**src/rtl/reaction_timer_core.sv**
```systemverilog
// Reaction tester timing engine: button edge detection, random pre-stimulus delay,
// LED stimulus and a millisecond reaction counter feeding the display driver.
module reaction_timer_core #(
  parameter int TICK_DIV    = 50000,
  parameter int INIT_MS     = 1000,
  parameter int RAND_MIN_MS = 1000,
  parameter int RAND_BITS   = 11,
  parameter int LATE_MS     = 9999
) (
  input  logic        clk,
  input  logic        rst_n,
  input  logic        startB,
  input  logic        stopB,
  input  logic        clearB,
  output logic        led,
  output logic [2:0]  state,
  output logic [13:0] reaction
);

  localparam int PW = (TICK_DIV > 1) ? $clog2(TICK_DIV) : 1;

  typedef enum logic [2:0] {
    S_START = 3'd0,
    S_INIT  = 3'd1,
    S_CD    = 3'd2,
    S_TEST  = 3'd3,
    S_EARLY = 3'd4,
    S_GOOD  = 3'd5,
    S_LATE  = 3'd6,
    S_BAD   = 3'd7
  } state_e;

  logic [2:0]    sync1_q, sync2_q, hist_q;
  logic          start_p, stop_p, clear_p;
  state_e        state_q, state_d;
  logic          led_q, led_d;
  logic [13:0]   react_q, react_d;
  logic [13:0]   dly_q, dly_d;
  logic [PW-1:0] presc_q, presc_d;
  logic [15:0]   lfsr_q, lfsr_d;
  logic          tick;
  logic [13:0]   rand_dly;

  // Bit order {clear, stop, start}; history resets low so a held button fires once.
  assign {clear_p, stop_p, start_p} = sync2_q & ~hist_q;
  assign tick     = (presc_q == PW'(TICK_DIV - 1));
  assign rand_dly = 14'(RAND_MIN_MS) + 14'(lfsr_q[RAND_BITS-1:0]);
  assign lfsr_d   = {lfsr_q[14:0], lfsr_q[15] ^ lfsr_q[13] ^ lfsr_q[12] ^ lfsr_q[10]};

  always_comb begin
    state_d = state_q;
    led_d   = led_q;
    react_d = react_q;
    dly_d   = dly_q;
    if (clear_p) begin
      state_d = S_START;
      led_d   = 1'b0;
      react_d = '0;
    end else begin
      case (state_q)
        S_START: if (start_p) begin
          state_d = S_INIT;
          dly_d   = 14'(INIT_MS);
        end
        S_INIT: if (tick) begin
          if (dly_q <= 14'd1) begin
            state_d = S_CD;
            dly_d   = rand_dly;
          end else begin
            dly_d = dly_q - 14'd1;
          end
        end
        S_CD: begin
          led_d = 1'b0;
          if (stop_p) begin
            state_d = S_EARLY;
            react_d = '0;
          end else if (tick) begin
            if (dly_q <= 14'd1) begin
              state_d = S_TEST;
              led_d   = 1'b1;
              react_d = '0;
            end else begin
              dly_d = dly_q - 14'd1;
            end
          end
        end
        S_TEST: begin
          led_d = 1'b1;
          // A stop in the tick cycle wins and freezes the pre-tick value.
          if (stop_p) begin
            state_d = S_GOOD;
            led_d   = 1'b0;
          end else if (tick) begin
            if (react_q + 14'd1 >= 14'(LATE_MS)) begin
              state_d = S_LATE;
              led_d   = 1'b0;
              react_d = 14'(LATE_MS);
            end else begin
              react_d = react_q + 14'd1;
            end
          end
        end
        S_EARLY, S_GOOD, S_LATE: begin
          led_d = 1'b0;
          if (start_p) begin
            state_d = S_INIT;
            dly_d   = 14'(INIT_MS);
          end
        end
        default: begin
          state_d = S_START;
          led_d   = 1'b0;
          react_d = '0;
        end
      endcase
    end
  end

  // Restart the prescaler on every transition so the first tick is a full period away.
  always_comb begin
    if (state_d != state_q || tick) presc_d = '0;
    else                            presc_d = presc_q + PW'(1);
  end

  always_ff @(posedge clk or negedge rst_n) begin
    if (!rst_n) begin
      sync1_q <= '0;
      sync2_q <= '0;
      hist_q  <= '0;
      state_q <= S_START;
      led_q   <= 1'b0;
      react_q <= '0;
      dly_q   <= '0;
      presc_q <= '0;
      lfsr_q  <= 16'hACE1;
    end else begin
      sync1_q <= {clearB, stopB, startB};
      sync2_q <= sync1_q;
      hist_q  <= sync2_q;
      state_q <= state_d;
      led_q   <= led_d;
      react_q <= react_d;
      dly_q   <= dly_d;
      presc_q <= presc_d;
      lfsr_q  <= lfsr_d;
    end
  end

  assign state    = state_q;
  assign led      = led_q;
  assign reaction = react_q;

endmodule
```
**config.mk**
```make
export PLATFORM = sky130hd
export DESIGN_NAME = reaction_timer_core
export DESIGN_NICKNAME = d
export VERILOG_FILES = /design/src/rtl/reaction_timer_core.sv
export SDC_FILE = /design/constraint.sdc
export NUM_CORES = 1
export LEC_CHECK = 0
export ABC_AREA = 1
export CAP_MARGIN = 40
export CELL_PAD_IN_SITES_DETAIL_PLACEMENT = 0
export CELL_PAD_IN_SITES_GLOBAL_PLACEMENT = 2
export CORE_MARGIN = 5
export CORE_UTILIZATION = 33
export DETAILED_ROUTE_END_ITERATION = 12
export GPL_TIMING_DRIVEN = 0
export PLACE_DENSITY = 0.73
export SYNTH_ARGS = -nofsm -noshare
export SYNTH_HDL_FRONTEND = slang
export SYNTH_SLANG_ARGS = --single-unit
```
**constraint.sdc**
```tcl
create_clock -name clk -period 2.3 [get_ports clk]
set_clock_uncertainty 0.2 [all_clocks]
set_input_delay 0.345 -clock clk [delete_from_list [all_inputs] [get_ports clk]]
set_output_delay 0.345 -clock clk [all_outputs]
set_load 0.005 [all_outputs]
```
# Yosys cells after proc, flatten, opt, wreduce, memory -nomap -nowiden
# Index checks and enable logic that the tools add are counted.
[op_classes]
n_addsub = 4
magnitude_cmp = 2
n_eq_ne = 19
muxes = 35
bitwise = 6
n_reduce_logical = 8
[op_table]
columns = ["operator", "n"]
rows = [
  ["14-bit two-way mux", 13],
  ["14-bit one-hot mux with 3 select lines", 2],
  ["3-bit two-way mux", 10],
  ["16-bit by 1-bit adder with 16-bit output, second input constant", 1],
  ["16-bit == test, second input constant", 1],
  ["16-bit two-way mux", 1],
  ["14-bit by 1-bit adder with 14-bit output, second input constant", 1],
  ["14-bit greater-or-equal comparator, second input constant", 1],
  ["14-bit by 1-bit less-or-equal comparator with 1-bit output, second input constant", 1],
  ["14-bit by 1-bit subtractor with 14-bit output, second input constant", 1],
  ["10-bit by 11-bit adder with 12-bit output, first input constant", 1],
  ["3-bit one-hot mux with 4 select lines", 1],
  ["3-bit == test, second input constant", 3],
  ["2-bit != test, second input constant", 4],
  ["4-bit != test, second input constant", 2],
  ["1-bit two-way mux", 7],
  ["7-bit AND reduction", 1],
  ["3-bit by 2-bit == test with 1-bit output, second input constant", 2],
  ["2-bit by 1-bit != test with 1-bit output, second input constant", 3],
  ["3-bit != test, second input constant", 2],
  ["5-bit AND reduction", 1],
  ["5-bit OR reduction", 1],
  ["4-bit OR reduction", 1],
  ["3-bit bitwise AND", 1],
  ["other kinds (10)", 12],
]
[totals]
register_bits = 73
input_bits = 5
output_inout_bits = 18

# Depth between registers and ports, before layout
# Gate-level depths: netlist (run 1).
[logic_depth]
ltp_word = 10
depth_mapped = 22
depth_no_buf = 21

# Worst setup path after synthesis (run 1)
# OpenSTA, ideal clock, no wires.
[synth_path]
kind = "register to register"
from = "register react_q[1] (netlist: reaction[1])"
to = "register presc_q[13]"
setup_ns = 0.121
arrival_time_ns = 2.069
required_ns = 1.979
setup_slack_ns = -0.089
stages_incl_launch_ff = 22
path_buffers = 1
period_less_slack_ns = 2.389
path_cell_list = "dfrtp_1 > ha_1 > nand2_1 > nor2_4 > nand3_1 > nand2_1 > nand2_1 > nand2_1 > nor2_2 > nand2_1 > nand3_2 > nand2_2 > nand2_1 > nand2_1 > nand2_1 > nand2_1 > nand2_1 > nand2_1 > nand2_2 > nand2_4 > buf_6 > nor2_2"
[synth_via]
elab_chain_len = 10
[synth_lines]
columns = ["element", "line_no", "text"]
rows = [
  ["start, declared", "37", "logic [13:0] react_q, react_d;"],
  ["start signal, assigned", "143", "react_q <= react_d;"],
  ["14-bit by 1-bit adder with 14-bit output", "95", "if (react_q + 14'd1 >= 14'(LATE_MS)) begin"],
  ["14-bit greater-or-equal comparator", "95", ""],
  ["3-bit two-way mux", "95", ""],
  ["3-bit two-way mux", "94", "end else if (tick) begin"],
  ["3-bit two-way mux", "91", "if (stop_p) begin"],
  ["3-bit one-hot mux with 4 select lines", "60", "case (state_q)"],
  ["3-bit two-way mux", "55", "if (clear_p) begin"],
  ["3-bit != test", "122", "if (state_d != state_q || tick) presc_d = '0;"],
  ["1-bit logical OR", "122", ""],
  ["16-bit two-way mux", "122", ""],
  ["named net presc_d[13]", "39", "logic [PW-1:0] presc_q, presc_d;"],
  ["end signal, assigned", "145", "presc_q <= presc_d;"],
  ["end, declared", "39", ""],
]
# The timed path passes the listed nets, and every way through them passes these cells.
# A chain may end at the register's enable or synchronous reset.

# Final worst setup path (run 1)
[layout_path]
from = "register react_q[1] (netlist: reaction[1])"
to = "register presc_q[10]"
# The elaborated chain is that of the path after synthesis.

==> results of run 1 <==
==> repair_timing <==
item,in CTS,in global routing
hold buffers,1,0
gates cloned,1,2
pin swaps,6,22
hold endpoints to repair,28,0
setup buffers,14,7
gates resized for setup,35,79
setup endpoints to repair,46,47
==> cell families (layout without fill, tap and decap cells) <==
group / after synthesis / after routing / share of synthesized area [%]
compound gates: 68 / 68 / 10.76
xor+xnor: 30 / 30 / 6.765
fa+ha+maj: 6 / 6 / 1.933
buf+inv: 63 / 127 / 6.314
flops: 73 / 73 / 47.29
simple gates: 227 / 227 / 26.93
==> synth_stat cells (2+ instances only) <==
cell	count	area [um2]
o21ai_0	26	130.1
nand3_1	26	130.1
nor3b_1	3	22.52
nor2_4	3	33.78
a211oi_1	3	22.52
a22oi_1	4	30.03
nor3_1	7	35.03
xnor2_1	11	96.34
dfrtp_1	65	1627
nor2_1	59	221.5
nand3b_1	2	15.01
and2_1	2	12.51
dfstp_2	8	210.2
nand2_1	90	337.8
a32oi_1	3	26.28
o22ai_1	4	25.02
clkbuf_1	3	11.26
o32ai_1	2	17.52
xor2_1	19	166.4
a31oi_1	4	25.02
nand2_2	3	18.77
inv_1	56	210.2
nand4_1	10	62.56
nor4_1	3	18.77
ha_1	6	75.07
nor2_2	13	81.33
a21oi_1	12	60.06
==> sequential cells by signal (all words and copies together), names as in the netlist <==
name      flops
sync2_q       3
lfsr_q       16
state         3
reaction     14
dly_q        14
hist_q        3
presc_q      16
led           1
sync1_q       3
==> worst max-delay path, stage by stage (launching register included) <==
cell	delay (ns)
dfrtp_2	0.38
buf_6	0.11
ha_4	0.16
nand2_4	0.07
nor2_4	0.19
nand4_1	0.13
nand2_2	0.12
nand2_2	0.07
nor2_2	0.09
nand2_2	0.09
nand3_4	0.11
nand2_4	0.05
nand2_1	0.05
nand2_1	0.05
nand2_1	0.08
nand2_2	0.07
a21oi_2	0.19
nand2_4	0.11
clkbuf_16	0.17
nor2_2	0.07
==> power breakdown <==
part           switching [mW]  leakage, nW  internal [mW]
Combinational           0.703         1.20          0.552
Sequential              0.128        0.925           1.41
Clock                   0.606        0.138          0.752
Total                    1.44         2.27           2.72
==> stage by stage <==
| step | worst slack [ns] | hold WS (ns) | cell area [um2] |
|---|---|---|---|
| CTS | -0.2772 | 0.1504 | 4820 |
| detailed placement | -0.5988 | 0.1356 | 4309 |
| floorplan | -0.06764 | -0.1506 | 3892 |
| global route | -0.5249 | 0.1601 | 5200 |
| finish | -0.3217 | 0.1479 | 5200 |
| global placement | -2.052 | 0.1321 | 4292 |
==> cell type report <==
class	instances	area [um2]
Fill cell	1135	6267
Multi-Input combinational cell	331	2112
Sequential cell	73	1844
Timing Repair Buffer	47	485.5
Inverter	58	230.2
Clock buffer	9	225.2
Tap cell	143	178.9
Clock inverter	7	60.06
Buffer	5	56.30
Timing Repair inverter	1	7.507
==> per-layer routing <==
| metal | GRT usage (%) | wire [um] | up-vias |
|---|---|---|---|
| met1 | 20.12 | 4833 | 1605 |
| met5 | 0 | 0 | - |
| met4 | 4.252 | 114 | 0 |
| li1 | - | - | 1658 |
| met2 | 20.08 | 4430 | 55 |
| met3 | 3.391 | 411 | 11 |
==> path summary, 6_finish.rpt <==
kind | from | end | slack (ns) | cells after the start
max in group asynchronous | rst_n | state[0] | 0.99 | 3
min reg2reg | sync1_q[1] | sync2_q[1] | 0.15 | 0
min | sync1_q[1] | sync2_q[1] | 0.15 | 0
max reg2reg | reaction[1] | presc_q[10] | -0.32 | 19
min in group asynchronous | rst_n | dly_q[2] | 0.31 | 2
max | reaction[1] | presc_q[10] | -0.32 | 19
==> key figures, run 1 <==
Place
  • IO Port Bufs: 22
  • Inst Count DP: 633
  • DP Wirelength: 6582 um
  • GP Congestion: about 0.76

Floorplanning
  • Rows: 39
  • IO Count: 23
  • Initial Util: 33.87%
  • Die Ht: between 100 and 150 um
  • Die ar.: between 10,000 and 15,000 um2
  • Core area: 11,470 um2
  • Die width: approximately 120 um

STA
  • Setup ws final: -0.3217 ns
  • Setup_tns: -5.409 ns
  • Max Fclk: 0.3814 GHz
  • Pins over their slew limit: 0
  • Slew at the pin closest to its max-slew limit: 0.4748 ns
  • Hold Vio Cnt, Final: 0
  • Max-slew headroom: 68.10%
  • Tmin final: 2.622 ns
  • RSZ-0062 raised after global routing: yes
  • Setup violators final: 24
  • Crit share post-route: 114.0%

Synthesis
  • Synth cell types: 47
  • Most frequently used flop master after synthesis: dfrtp_1
  • Ys Warns: 0
  • Mean Syn Cell Area: 8.316 um2
  • Syn Std Cell Area: between 3000 and 4000 um2
  • Post-synth ARST share: 100.0%
  • Instance count of the mapped netlist: 467
  • Net Count, Synth: 478
  • Post-synth EDFFs: 0
  • Number of synthesized register bits: 73
  • Post-synthesis sequential area ratio: 47.29%

Worst hold path
  • Hold WC Path Type: reg -> reg

Detailed routing
  • DRC viols: 0
  • Vias per inst: 4.939
  • Initial DRT Pass Iterations: 4
  • Per-cell routed wire length: 14.52 um
  • Initial drt markers: 160
  • ANT nets after route: 0
  • Final WL: 9789 um
  • Via count: 3,329

Job
  • Max-cap violation count: 0

Finish
  • Final Non-Filler Cells: 674
  • Commonest non-fill, non-tap cells in the layout: 70 x nand2_1, 59 x dfrtp_1, 50 x inv_1, 46 x nor2_1, 23 x o21ai_0
  • Layout cells sized above 1: 27.87%
  • Inserted Diodes: 0
  • Area Growth Syn to Fin: 33.89%
  • Finished Core Util: 45.35%
  • Fin nets: 537
  • Commonest non-fill, non-tap cell in the layout: nand2_1

Power and ir drop
  • PnR Total Power: 4.155 mW
  • Peak supply drop: 0.0004153 V
  • PwrDens: 799.1 nW/um2
  • P_leak: 2.266 nW

Run status
  • Status: finished with violations
  • Failing checks: negative setup slack

Clock tree
  • Worst skew pair latency: 0.34 ns
  • TritonCTS buffer count: 9
  • CTS Sinks: 73
  • H-Tree Depth: 3
  • CTS max path bufs: 2
  • CTS tree: yes
  • CTS Root Buffer Type: clkbuf_16
  • Clock transition at path regs: 0.07 ns

Worst setup path
  • Crit Path Category: reg -> reg
  • Critical Path AT: 2.69 ns
  • Crit path launch type: register
  • Setup crit end kind: register
  • Crit Path Max Fanout: 6
  • Critical Path RT: 2.37 ns

Global routing
  • Largest net degree at the start of global routing: 38
  • Vias in the first global route: roughly 3,100
  • Grt ovf: 0
  • Initial antenna violation count: 0
  • Tot GR Track Use: 13.76%
  • First-pass GRT wire length: between 15,000 and 20,000 um
(Power assumes the default switching activity.)
==> run 2, diff against run 1 <==
--- a/config.mk
+++ b/config.mk
@@ -11,6 +11,7 @@
 export CELL_PAD_IN_SITES_GLOBAL_PLACEMENT = 2
 export CORE_MARGIN = 5
 export CORE_UTILIZATION = 33
+export CTS_CLUSTER_SIZE = 10
 export DETAILED_ROUTE_END_ITERATION = 12
 export GPL_TIMING_DRIVEN = 0
 export PLACE_DENSITY = 0.73
==> results of run 2 <==
No change in the layout: final DEF, timing and power equal those of run 1.
==> run 3, diff against run 2 <==
--- a/config.mk
+++ b/config.mk
@@ -13,6 +13,7 @@
 export CORE_UTILIZATION = 33
 export CTS_CLUSTER_SIZE = 10
 export DETAILED_ROUTE_END_ITERATION = 12
+export GPL_ROUTABILITY_DRIVEN = 1
 export GPL_TIMING_DRIVEN = 0
 export PLACE_DENSITY = 0.73
 export SYNTH_ARGS = -nofsm -noshare
==> results of run 3 <==
No change in the layout: final DEF, timing and power equal those of run 1.
